<file path="config.mk">
export PLATFORM = sky130hd
export DESIGN_NAME = ex_hazard_forward_ctrl_flat
export DESIGN_NICKNAME = d
export VERILOG_FILES = /design/src/rtl/ex_hazard_forward_ctrl_pkg.sv /design/src/rtl/ex_hazard_forward_ctrl_if.sv /design/src/rtl/ex_hazard_forward_ctrl_fwd_sel_logic.sv /design/src/rtl/ex_hazard_forward_ctrl.sv /design/src/flat_wrapper.sv
export SDC_FILE = /design/constraint.sdc
export NUM_CORES = 1
export LEC_CHECK = 0
export CORE_UTILIZATION = 54
export DETAILED_ROUTE_END_ITERATION = 12
export GPL_TIMING_DRIVEN = 0
export HOLD_SLACK_MARGIN = 0.02
export PLACE_DENSITY_LB_ADDON = 0.05
export SLEW_MARGIN = 20
export SYNTH_ARGS = -nofsm -noshare
export SYNTH_HDL_FRONTEND = slang
export SYNTH_SLANG_ARGS = --single-unit
</file>
<file path="constraint.sdc">
create_clock -name clk -period 6.6 [get_ports clk]
set_clock_uncertainty 0.1 [all_clocks]
set_input_delay 1.32 -clock clk [delete_from_list [all_inputs] [get_ports clk]]
set_output_delay 1.32 -clock clk [all_outputs]
set_load 0.1 [all_outputs]
</file>
<file path="src/rtl/ex_hazard_forward_ctrl_pkg.sv">
// ----------------------------------------------------------------------------
// ex_hazard_forward_ctrl_pkg
//   Shared definitions for the EX-stage hazard/forwarding controller:
//   forward-select encoding, FSM state encoding and the default register-index
//   width.
// ----------------------------------------------------------------------------
package ex_hazard_forward_ctrl_pkg;

   // Default register-index width (32 architectural registers).
   localparam int REG_AW_DFLT = 5;

   // EX operand-mux select. 2'b11 is never produced.
   typedef logic [1:0] fwd_sel_t;
   localparam fwd_sel_t FWD_RF  = 2'b00;  // register file / immediate
   localparam fwd_sel_t FWD_WB  = 2'b01;  // WB Write_data
   localparam fwd_sel_t FWD_MEM = 2'b10;  // MEM rd_data

   typedef enum logic {
      ST_RUN   = 1'b0,
      ST_STALL = 1'b1
   } state_t;

endpackage

</file>
<file path="src/rtl/ex_hazard_forward_ctrl_if.sv">
// ----------------------------------------------------------------------------
// ex_hazard_forward_ctrl_if
//   Bundle between the ID stage / pipeline control and the hazard controller.
//   master : ID-side instruction tags and pipeline events (drives id_*,
//            ext_hold, flush_req; receives selects and stall controls)
//   slave  : the controller itself
// ----------------------------------------------------------------------------
interface ex_hazard_forward_ctrl_if
   import ex_hazard_forward_ctrl_pkg::*;
#(
   parameter int REG_AW = REG_AW_DFLT,
   parameter int CNT_W  = 32
);
   // ID-stage instruction tags
   logic              id_valid;
   logic [REG_AW-1:0] id_rs1;
   logic [REG_AW-1:0] id_rs2;
   logic              id_use_rs1;
   logic              id_use_rs2;
   logic [REG_AW-1:0] id_rd;
   logic              id_reg_write;
   logic              id_mem_read;
   // Pipeline events
   logic              ext_hold;
   logic              flush_req;
   // Controller outputs
   fwd_sel_t          ForwardA;
   fwd_sel_t          ForwardB;
   logic              pc_write;
   logic              if_id_write;
   logic              ex_bubble;
   logic [CNT_W-1:0]  stall_cnt;

   modport master (
      output id_valid, id_rs1, id_rs2, id_use_rs1, id_use_rs2,
             id_rd, id_reg_write, id_mem_read, ext_hold, flush_req,
      input  ForwardA, ForwardB, pc_write, if_id_write, ex_bubble, stall_cnt
   );

   modport slave (
      input  id_valid, id_rs1, id_rs2, id_use_rs1, id_use_rs2,
             id_rd, id_reg_write, id_mem_read, ext_hold, flush_req,
      output ForwardA, ForwardB, pc_write, if_id_write, ex_bubble, stall_cnt
   );

endinterface

</file>
<file path="src/rtl/ex_hazard_forward_ctrl_fwd_sel_logic.sv">
// ----------------------------------------------------------------------------
// fwd_sel_logic
//   Pure combinational forward-select for one source operand of the
//   instruction in ID.
//   Ports:
//     src, use_src            source index and "operand is read" flag
//     ex_valid/reg_write/rd   tags of the instruction currently in EX
//     mem_valid/reg_write/rd  tags of the instruction currently in MEM
//     sel                     select to apply when this instruction reaches EX
// ----------------------------------------------------------------------------
module fwd_sel_logic
   import ex_hazard_forward_ctrl_pkg::*;
#(
   parameter int REG_AW = REG_AW_DFLT
) (
   input  logic [REG_AW-1:0] src,
   input  logic              use_src,
   input  logic              ex_valid,
   input  logic              ex_reg_write,
   input  logic [REG_AW-1:0] ex_rd,
   input  logic              mem_valid,
   input  logic              mem_reg_write,
   input  logic [REG_AW-1:0] mem_rd,
   output fwd_sel_t          sel
);

   // The EX producer is one stage closer, so it holds the newer value and
   // wins over the MEM producer. The WB producer needs no path because the
   // register file is write-first.
   always_comb begin
      // NOTE: assign a default first so every path drives sel and no latch is inferred.
      sel = FWD_RF;
      if (src != '0 && use_src) begin
         if (ex_valid && ex_reg_write && ex_rd == src) begin
            sel = FWD_MEM;
         end else if (mem_valid && mem_reg_write && mem_rd == src) begin
            sel = FWD_WB;
         end
      end
   end

endmodule

</file>
<file path="src/rtl/ex_hazard_forward_ctrl.sv">
// ----------------------------------------------------------------------------
// ex_hazard_forward_ctrl
//   EX-stage forwarding and stall controller. Tracks destination tags of the
//   instructions in EX and MEM, registers ForwardA/ForwardB so they line up
//   with the instruction's EX cycle, and inserts a single bubble on a
//   load-use hazard.
//   Ports:
//     clk   rising-edge clock
//     rst   synchronous, active-high reset
//     bus   ex_hazard_forward_ctrl_if.slave (ID tags, hold/flush in;
//           ForwardA/B, pc_write, if_id_write, ex_bubble, stall_cnt out)
// ----------------------------------------------------------------------------
module ex_hazard_forward_ctrl
   import ex_hazard_forward_ctrl_pkg::*;
#(
   parameter int REG_AW = REG_AW_DFLT,
   parameter int CNT_W  = 32
) (
   input  logic                      clk,
   input  logic                      rst,
   ex_hazard_forward_ctrl_if.slave   bus
);

   // Tag pipeline. A WB copy is not kept: the register file is write-first,
   // so nothing downstream of MEM ever influences a select or a stall.
   logic              ex_valid, ex_reg_write, ex_mem_read;
   logic [REG_AW-1:0] ex_rd;
   logic              mem_valid, mem_reg_write;
   logic [REG_AW-1:0] mem_rd;

   state_t            state;
   fwd_sel_t          fwd_a_q, fwd_b_q;
   fwd_sel_t          sel_a, sel_b;
   logic [CNT_W-1:0]  cnt_q;

   logic              load_use;
   logic              squash;

   fwd_sel_logic #(.REG_AW(REG_AW)) u_sel_a (
      .src           (bus.id_rs1),
      .use_src       (bus.id_use_rs1),
      .ex_valid      (ex_valid),
      .ex_reg_write  (ex_reg_write),
      .ex_rd         (ex_rd),
      .mem_valid     (mem_valid),
      .mem_reg_write (mem_reg_write),
      .mem_rd        (mem_rd),
      .sel           (sel_a)
   );

   fwd_sel_logic #(.REG_AW(REG_AW)) u_sel_b (
      .src           (bus.id_rs2),
      .use_src       (bus.id_use_rs2),
      .ex_valid      (ex_valid),
      .ex_reg_write  (ex_reg_write),
      .ex_rd         (ex_rd),
      .mem_valid     (mem_valid),
      .mem_reg_write (mem_reg_write),
      .mem_rd        (mem_rd),
      .sel           (sel_b)
   );

   // A load in EX delivers its data only at the end of MEM, one cycle too
   // late for a dependent instruction entering EX next.
   always_comb begin
      load_use = bus.id_valid && ex_valid && ex_mem_read && (ex_rd != '0) &&
                 ((bus.id_use_rs1 && bus.id_rs1 == ex_rd) ||
                  (bus.id_use_rs2 && bus.id_rs2 == ex_rd));
      // Either event replaces the ID instruction in ID/EX with a NOP.
      squash   = bus.flush_req || load_use;
   end

   // Stall controls are combinational so the bubble and the PC/IF-ID hold
   // take effect in the same cycle the hazard is seen.
   always_comb begin
      bus.pc_write    = 1'b1;
      bus.if_id_write = 1'b1;
      bus.ex_bubble   = 1'b0;
      if (bus.ext_hold) begin
         bus.pc_write    = 1'b0;
         bus.if_id_write = 1'b0;
      end else if (bus.flush_req) begin
         bus.ex_bubble   = 1'b1;
      end else if (load_use) begin
         bus.pc_write    = 1'b0;
         bus.if_id_write = 1'b0;
         bus.ex_bubble   = 1'b1;
      end
   end

   // NOTE: sequential state uses non-blocking assignments so every register samples pre-edge values.
   always_ff @(posedge clk) begin
      if (rst) begin
         state         <= ST_RUN;
         ex_valid      <= 1'b0;
         ex_reg_write  <= 1'b0;
         ex_mem_read   <= 1'b0;
         ex_rd         <= '0;
         mem_valid     <= 1'b0;
         mem_reg_write <= 1'b0;
         mem_rd        <= '0;
         fwd_a_q       <= FWD_RF;
         fwd_b_q       <= FWD_RF;
         cnt_q         <= '0;
      end else if (!bus.ext_hold) begin
         mem_valid     <= ex_valid;
         mem_reg_write <= ex_reg_write;
         mem_rd        <= ex_rd;
         ex_valid      <= bus.id_valid && !squash;
         ex_reg_write  <= bus.id_reg_write;
         ex_mem_read   <= bus.id_mem_read;
         ex_rd         <= bus.id_rd;
         fwd_a_q       <= squash ? FWD_RF : sel_a;
         fwd_b_q       <= squash ? FWD_RF : sel_b;

         if (load_use && !bus.flush_req && cnt_q != '1) begin
            cnt_q <= cnt_q + 1'b1;
         end

         // STALL lasts one cycle: the bubble now sits in EX, so the load is in
         // MEM and the re-evaluated ID instruction resolves to a WB forward.
         case (state)
            ST_RUN:   state <= (load_use && !bus.flush_req) ? ST_STALL : ST_RUN;
            ST_STALL: state <= ST_RUN;
            default:  state <= ST_RUN;
         endcase
      end
   end

   assign bus.ForwardA  = fwd_a_q;
   assign bus.ForwardB  = fwd_b_q;
   assign bus.stall_cnt = cnt_q;

endmodule

</file>
<file path="src/flat_wrapper.sv">
// flat-port wrapper written by rule: the top's interface ports become plain ports
module ex_hazard_forward_ctrl_flat import ex_hazard_forward_ctrl_pkg::*;
#(
   parameter int REG_AW = REG_AW_DFLT,
   parameter int CNT_W  = 32
)
  (clk, rst, bus_id_valid, bus_id_rs1, bus_id_rs2, bus_id_use_rs1, bus_id_use_rs2, bus_id_rd, bus_id_reg_write, bus_id_mem_read, bus_ext_hold, bus_flush_req, bus_ForwardA, bus_ForwardB, bus_pc_write, bus_if_id_write, bus_ex_bubble, bus_stall_cnt);
  ex_hazard_forward_ctrl_if #(.REG_AW(REG_AW), .CNT_W(CNT_W)) bus_i ();
  input  logic clk;
  input  logic rst;
  input wire logic [$bits(bus_i.id_valid)-1:0] bus_id_valid;
  input wire logic [$bits(bus_i.id_rs1)-1:0] bus_id_rs1;
  input wire logic [$bits(bus_i.id_rs2)-1:0] bus_id_rs2;
  input wire logic [$bits(bus_i.id_use_rs1)-1:0] bus_id_use_rs1;
  input wire logic [$bits(bus_i.id_use_rs2)-1:0] bus_id_use_rs2;
  input wire logic [$bits(bus_i.id_rd)-1:0] bus_id_rd;
  input wire logic [$bits(bus_i.id_reg_write)-1:0] bus_id_reg_write;
  input wire logic [$bits(bus_i.id_mem_read)-1:0] bus_id_mem_read;
  input wire logic [$bits(bus_i.ext_hold)-1:0] bus_ext_hold;
  input wire logic [$bits(bus_i.flush_req)-1:0] bus_flush_req;
  output wire logic [$bits(bus_i.ForwardA)-1:0] bus_ForwardA;
  output wire logic [$bits(bus_i.ForwardB)-1:0] bus_ForwardB;
  output wire logic [$bits(bus_i.pc_write)-1:0] bus_pc_write;
  output wire logic [$bits(bus_i.if_id_write)-1:0] bus_if_id_write;
  output wire logic [$bits(bus_i.ex_bubble)-1:0] bus_ex_bubble;
  output wire logic [$bits(bus_i.stall_cnt)-1:0] bus_stall_cnt;
  assign bus_i.id_valid = bus_id_valid;
  assign bus_i.id_rs1 = bus_id_rs1;
  assign bus_i.id_rs2 = bus_id_rs2;
  assign bus_i.id_use_rs1 = bus_id_use_rs1;
  assign bus_i.id_use_rs2 = bus_id_use_rs2;
  assign bus_i.id_rd = bus_id_rd;
  assign bus_i.id_reg_write = bus_id_reg_write;
  assign bus_i.id_mem_read = bus_id_mem_read;
  assign bus_i.ext_hold = bus_ext_hold;
  assign bus_i.flush_req = bus_flush_req;
  assign bus_ForwardA = bus_i.ForwardA;
  assign bus_ForwardB = bus_i.ForwardB;
  assign bus_pc_write = bus_i.pc_write;
  assign bus_if_id_write = bus_i.if_id_write;
  assign bus_ex_bubble = bus_i.ex_bubble;
  assign bus_stall_cnt = bus_i.stall_cnt;
  ex_hazard_forward_ctrl #(.REG_AW(REG_AW), .CNT_W(CNT_W)) u_core (.clk(clk), .rst(rst), .bus(bus_i));
endmodule
</file>
* Word-level counts from Yosys, hierarchy flattened
Index checks and enable logic that the tools add are counted.
** Storage, ports and cells
- Register bits after elaboration :: 51
- Output and inout port bits :: 39
- Word-level logic and storage cells :: 58
** Operators by class
- Add/sub/neg operators :: 1
- Equal/unequal tests :: 7
- Muxes and demuxes :: 14
- Bitwise operators :: 1
- Reductions and logical operators :: 25
** Operators with widths (count)
- $add A32 B1 Y32 const B :: 1
- $ne A32 B32 Y1 const B :: 1
- $eq A5 B5 Y1 :: 6
- $logic_and A1 B1 Y1 :: 17
- $reduce_bool A5 Y1 :: 3
- $mux W2 :: 6
- $mux W1 :: 8
- $logic_not A1 Y1 :: 2
- $logic_or A1 B1 Y1 :: 2
- $reduce_and A2 Y1 :: 1
- $not A1 Y1 :: 1

* Depth between registers and ports, before layout
Gate-level depths: netlist of the first run.
- Depth after elaboration :: 7
- Gate-level depth with buffers :: 9
- Depth with buffers taken out :: 7

* By module
Synthesis of the first run repeated with hierarchy kept, for this count alone.
** Unflattened totals
- Cell total of the unflattened synthesis :: 341
- Area, all modules :: 2881.5 um^2
** Modules (own cells, without submodules)
- ex_hazard_forward_ctrl :: instances 1, cells an instance 303, area an instance 2596.2 um^2, seq. area each 1021.0 um^2
- fwd_sel_logic :: instances 2, cells an instance 19, area an instance 142.6 um^2, seq. area each 0.0 um^2

* Worst setup path after synthesis of the first run
OpenSTA, ideal clock, no wires.
- Path type :: input to output
- From :: input port bus_id_rs1[1]
- To :: output port bus_pc_write
- Data arrival time :: 4.328 ns
- Required time :: 5.180 ns
- Setup slack :: 0.852 ns
- Stages on the path :: 7
- Path buffers :: 3
- Cells stage by stage :: xor2_1 > nor3_1 > a32o_1 > buf_4 > buf_2 > a31oi_1 > buf_4
** Between the ends
- Word-level cells in the longest chain between the ends :: 7
** Ends and longest elaborated chain
- start, declared :: line flat_wrapper.sv:12 : input wire logic [$bits(bus_i.id_rs1)-1:0] bus_id_rs1;
- $eq A5 B5 Y1 :: line ex_hazard_forward_ctrl.sv:67 : ((bus.id_use_rs1 && bus.id_rs1 == ex_rd) ||
- $logic_and A1 B1 Y1 :: line ex_hazard_forward_ctrl.sv:67
- $logic_or A1 B1 Y1 :: line ex_hazard_forward_ctrl.sv:67
- $logic_and A1 B1 Y1 :: line ex_hazard_forward_ctrl.sv:66 : load_use = bus.id_valid && ex_valid && ex_mem_read && (ex_rd != '0) &&
- $mux W1 (3 in series)
- end, declared :: line flat_wrapper.sv:23 : output wire logic [$bits(bus_i.pc_write)-1:0] bus_pc_write;
No other way between the ends.

* Worst setup path after layout of the first run
- From :: input port bus_id_rs1[0]
- To :: output port bus_pc_write
** Between the ends
- Word-level cells in the longest chain between the ends :: 7
** Ends and longest elaborated chain
- $eq A5 B5 Y1 :: line ex_hazard_forward_ctrl.sv:67
- $logic_and A1 B1 Y1 :: line ex_hazard_forward_ctrl.sv:67
- $logic_or A1 B1 Y1 :: line ex_hazard_forward_ctrl.sv:67
- $logic_and A1 B1 Y1 :: line ex_hazard_forward_ctrl.sv:66
- $mux W1 :: line ex_hazard_forward_ctrl.sv:84 : end else if (load_use) begin
- $mux W1 :: line ex_hazard_forward_ctrl.sv:82 : end else if (bus.flush_req) begin
- $mux W1 :: line ex_hazard_forward_ctrl.sv:79 : if (bus.ext_hold) begin
No other way between the ends.

==> flow_summary.json, run 1 <==
{
  "status": "finished, final reports clean",
  "clock_sinks": 51,
  "postCtsSetupRepairBufs": 0,
  "synth_fp_nets": 333,
  "grt_usage_pct": 25.8,
  "finalSetupTns_ns": 0,
  "root_buffer": "clkbuf_8",
  "grt_setup_unrepaired": "false",
  "switching_share_pct": 25.2,
  "yosysUniqueCellTypes": 47,
  "cap_violations": 0,
  "period_minus_slack_ns": 5.79,
  "yosys-top-cells-area": "dfxtp_1, xor2_1, nor2_1",
  "start_util_pct": 56.8,
  "clockBufferDepth": 2,
  "p_comb_share_pct": 11.5,
  "fin_crit_sh_pct": 87.7,
  "internal-power_mw": 0.415,
  "drcViolationCount": 0,
  "io_buffers": 61,
  "synth_area_leader_cell": "dfxtp_1",
  "antenna_cells": 0,
  "synthArstFlopShare_pct": 0,
  "die_x_um": 72.7,
  "clkPwrFrac_pct": 31.3,
  "via_per_inst": 5.68,
  "synthMuxAreaShare_pct": 6.39,
  "synthesis.area_um2": 2700,
  "relSlewSlack_pct": 34.5,
  "synth_flop_cell": "dfxtp_1",
  "dieArea_um2": 5290,
  "path_clk_slew_ns": 0.09,
  "area_growth_syn_to_layout_pct": 28.9,
  "grt_antenna_before_repair": 0,
  "worst-path-max-fanout": 10,
  "clk_latency_ns": 0.30,
  "crit_required_ns": 5.18,
  "die_y_um": 72.7,
  "grt_pass1_wl_um": 10600,
  "row_count": 25,
  "critPathLaunchType": "input port",
  "numCtsBuffers": 5,
  "first_pass_iters": 4,
  "path_class": "in -> out",
  "synth_compound_area_share_pct": 11.7,
  "grt.overflow.total": 0,
  "fin_hold_ws_ns": 0.373,
  "gpl.final_weighted_congestion": 0.841,
  "worstPathArrival_ns": 4.37,
  "drt_iter0_drc": 89,
  "synth_top_family_by_area": "simple AND/OR/NAND/NOR gates",
  "synth_common_cells": "dfxtp_1, nor2_1, xor2_1",
  "ys_warn_count": 0,
  "ios": 63,
  "powerDensity_nw_per_um2": 159,
  "nets": 401,
  "yosys.area_share.simple_pct": 30.1,
  "irDropWorstVdd_mv": 0.0953,
  "htree_levels": 2,
  "synth_fa_ha_area_share_pct": 0.463,
  "cts_hold_buf": 0,
  "yosysSeqAreaShare_pct": 37.8,
  "grt_pass1_vias": 2336,
  "ys_ff_latch": 51,
  "synth_xor_area_share_pct": 10.7,
  "seqPwrFrac_pct": 57.2,
  "drtAntennaViolNets": 0,
  "dpl.hpwl_um": 4770,
  "cts_tree": "yes",
  "synth_most_common_cell": "dfxtp_1",
  "wl_um": 6410,
  "hp-class": "reg -> reg",
  "core_area_um2": 4750,
  "wl_per_cell_um": 14.4,
  "total_power_mw": 0.554,
  "postCtsResizedCells": 0,
  "finalSetupViolCount": 0,
  "cp-end-kind": "output pin",
  "grt_max_degree": 16,
  "synth_edf_count": 0,
  "synth_top_area_share_pct": 37.8,
  "vias": 2523,
  "netlist_instances": 308,
  "tightestPinTransition_ns": 0.979,
  "hold_viol": 0,
  "fmax_ghz": 0.173,
  "drive_above_1_share_pct": 7.69,
  "p_leak_nw": 1.27,
  "p_sw_mw": 0.140,
  "syn_avg_cell_area_um2": 8.77,
  "drv_slew": 0
}
cells in the final DEF, fill, tap and decap left out, drive strengths merged, types with 8 or more instances in the layout:
cell type / instances
clkdlybuf4s50: 61
dfxtp: 51
nor2: 43
xor2: 25
nand2: 19
a21oi: 17
o21ai: 16
nand4: 16
mux2i: 15
nand3: 15
or3: 12
clkbuf: 12
xnor2: 8
or4: 8
buf: 8
cell type report:
class                   count  area [um^2]
multi-input cells         240         1600
fillers                   397         1270
flip-flops and latches     51         1020
repair buffers             61          611
well taps                  67         83.8
clock buffers               6         72.6
plain buffers              14         66.3
clock inverters             2         12.5
inverters                   3         11.3
metrics by stage:
| stage | std cells | worst slack [ns] | area, um^2 | util, % |
|---|---|---|---|---|
| 3_5_place_dp | 436 | 0.831 | 3400 | 71.4 |
| 6_report | 444 | 0.814 | 3480 | 73.2 |
| 2_1_floorplan | 308 | 0.852 | 2700 | - |
| 3_3_place_gp | 436 | 0.880 | 3400 | 71.4 |
| 5_1_grt | 444 | 0.684 | 3480 | 73.2 |
| 4_1_cts | 444 | 0.819 | 3480 | 73.2 |
sequential cells by signal, indices dropped and copies added (netlist names):
name,cells
u_core.mem_rd,5
u_core.ex_mem_read,1
u_core.bus.ForwardB,2
u_core.mem_reg_write,1
u_core.ex_reg_write,1
u_core.bus.stall_cnt,32
u_core.mem_valid,1
u_core.ex_valid,1
u_core.ex_rd,5
u_core.bus.ForwardA,2
cell families after synthesis:
family / after synthesis
AO/OA/AOI/OAI: 47
XOR/XNOR: 33
adder cells (fa/ha/maj): 1
buffers and inverters: 17
flip-flops: 51
multiplexers: 17
AND/OR/NAND/NOR: 142
routing by layer:
metal	share of wire, %	vias to the layer above	track usage, %
li1	-	1242	-
met1	47	1204	33.4
met2	47	68	43.8
met3	4.9	9	4.70
met4	1.1	0	7.84
met5	0	-	0
power by group through the flow:
stage / clock network [mW] / logic [mW] / registers (mW)
finish: 0.174 / 0.0637 / 0.317
CTS: 0.180 / 0.0641 / 0.317
global route: 0.193 / 0.0695 / 0.318
global placement: 0 / 0.0624 / 0.324
detailed placement: 0 / 0.0635 / 0.324
floorplan: 0 / 0.0380 / 0.323
critical path, stage by stage:
cell and delay [ns]:
clkdlybuf4s50_1 0.58, xor2_1 0.16, nor3_1 0.08, a32o_1 0.25, buf_4 0.18, buf_2 0.20, a31oi_1 0.30, buf_4 0.16
clkdlybuf4s50_1 1.13
path summary, 6_finish.rpt:
| kind | start | to | slack [ns] | depth (start not counted) |
|---|---|---|---|---|
| max | bus_id_rs1[0] | bus_pc_write | 0.81 | 9 |
| max reg2reg | u_core.bus.stall_cnt[0]$_SDFFE_PP0P_ | u_core.bus.stall_cnt[24]$_SDFFE_PP0P_ | 4.17 | 7 |
| min reg2reg | u_core.bus.ForwardA[0]$_SDFFE_PP0N_ | u_core.bus.ForwardA[0]$_SDFFE_PP0N_ | 0.37 | 2 |
| min | u_core.bus.ForwardA[0]$_SDFFE_PP0N_ | u_core.bus.ForwardA[0]$_SDFFE_PP0N_ | 0.37 | 2 |
(Power assumes the default switching activity.)
==> run 2, diff against run 1 <==
Settings changed: CAP_MARGIN set to 10.
==> results of run 2 <==
No change in the layout: final DEF, timing and power equal those of run 1.
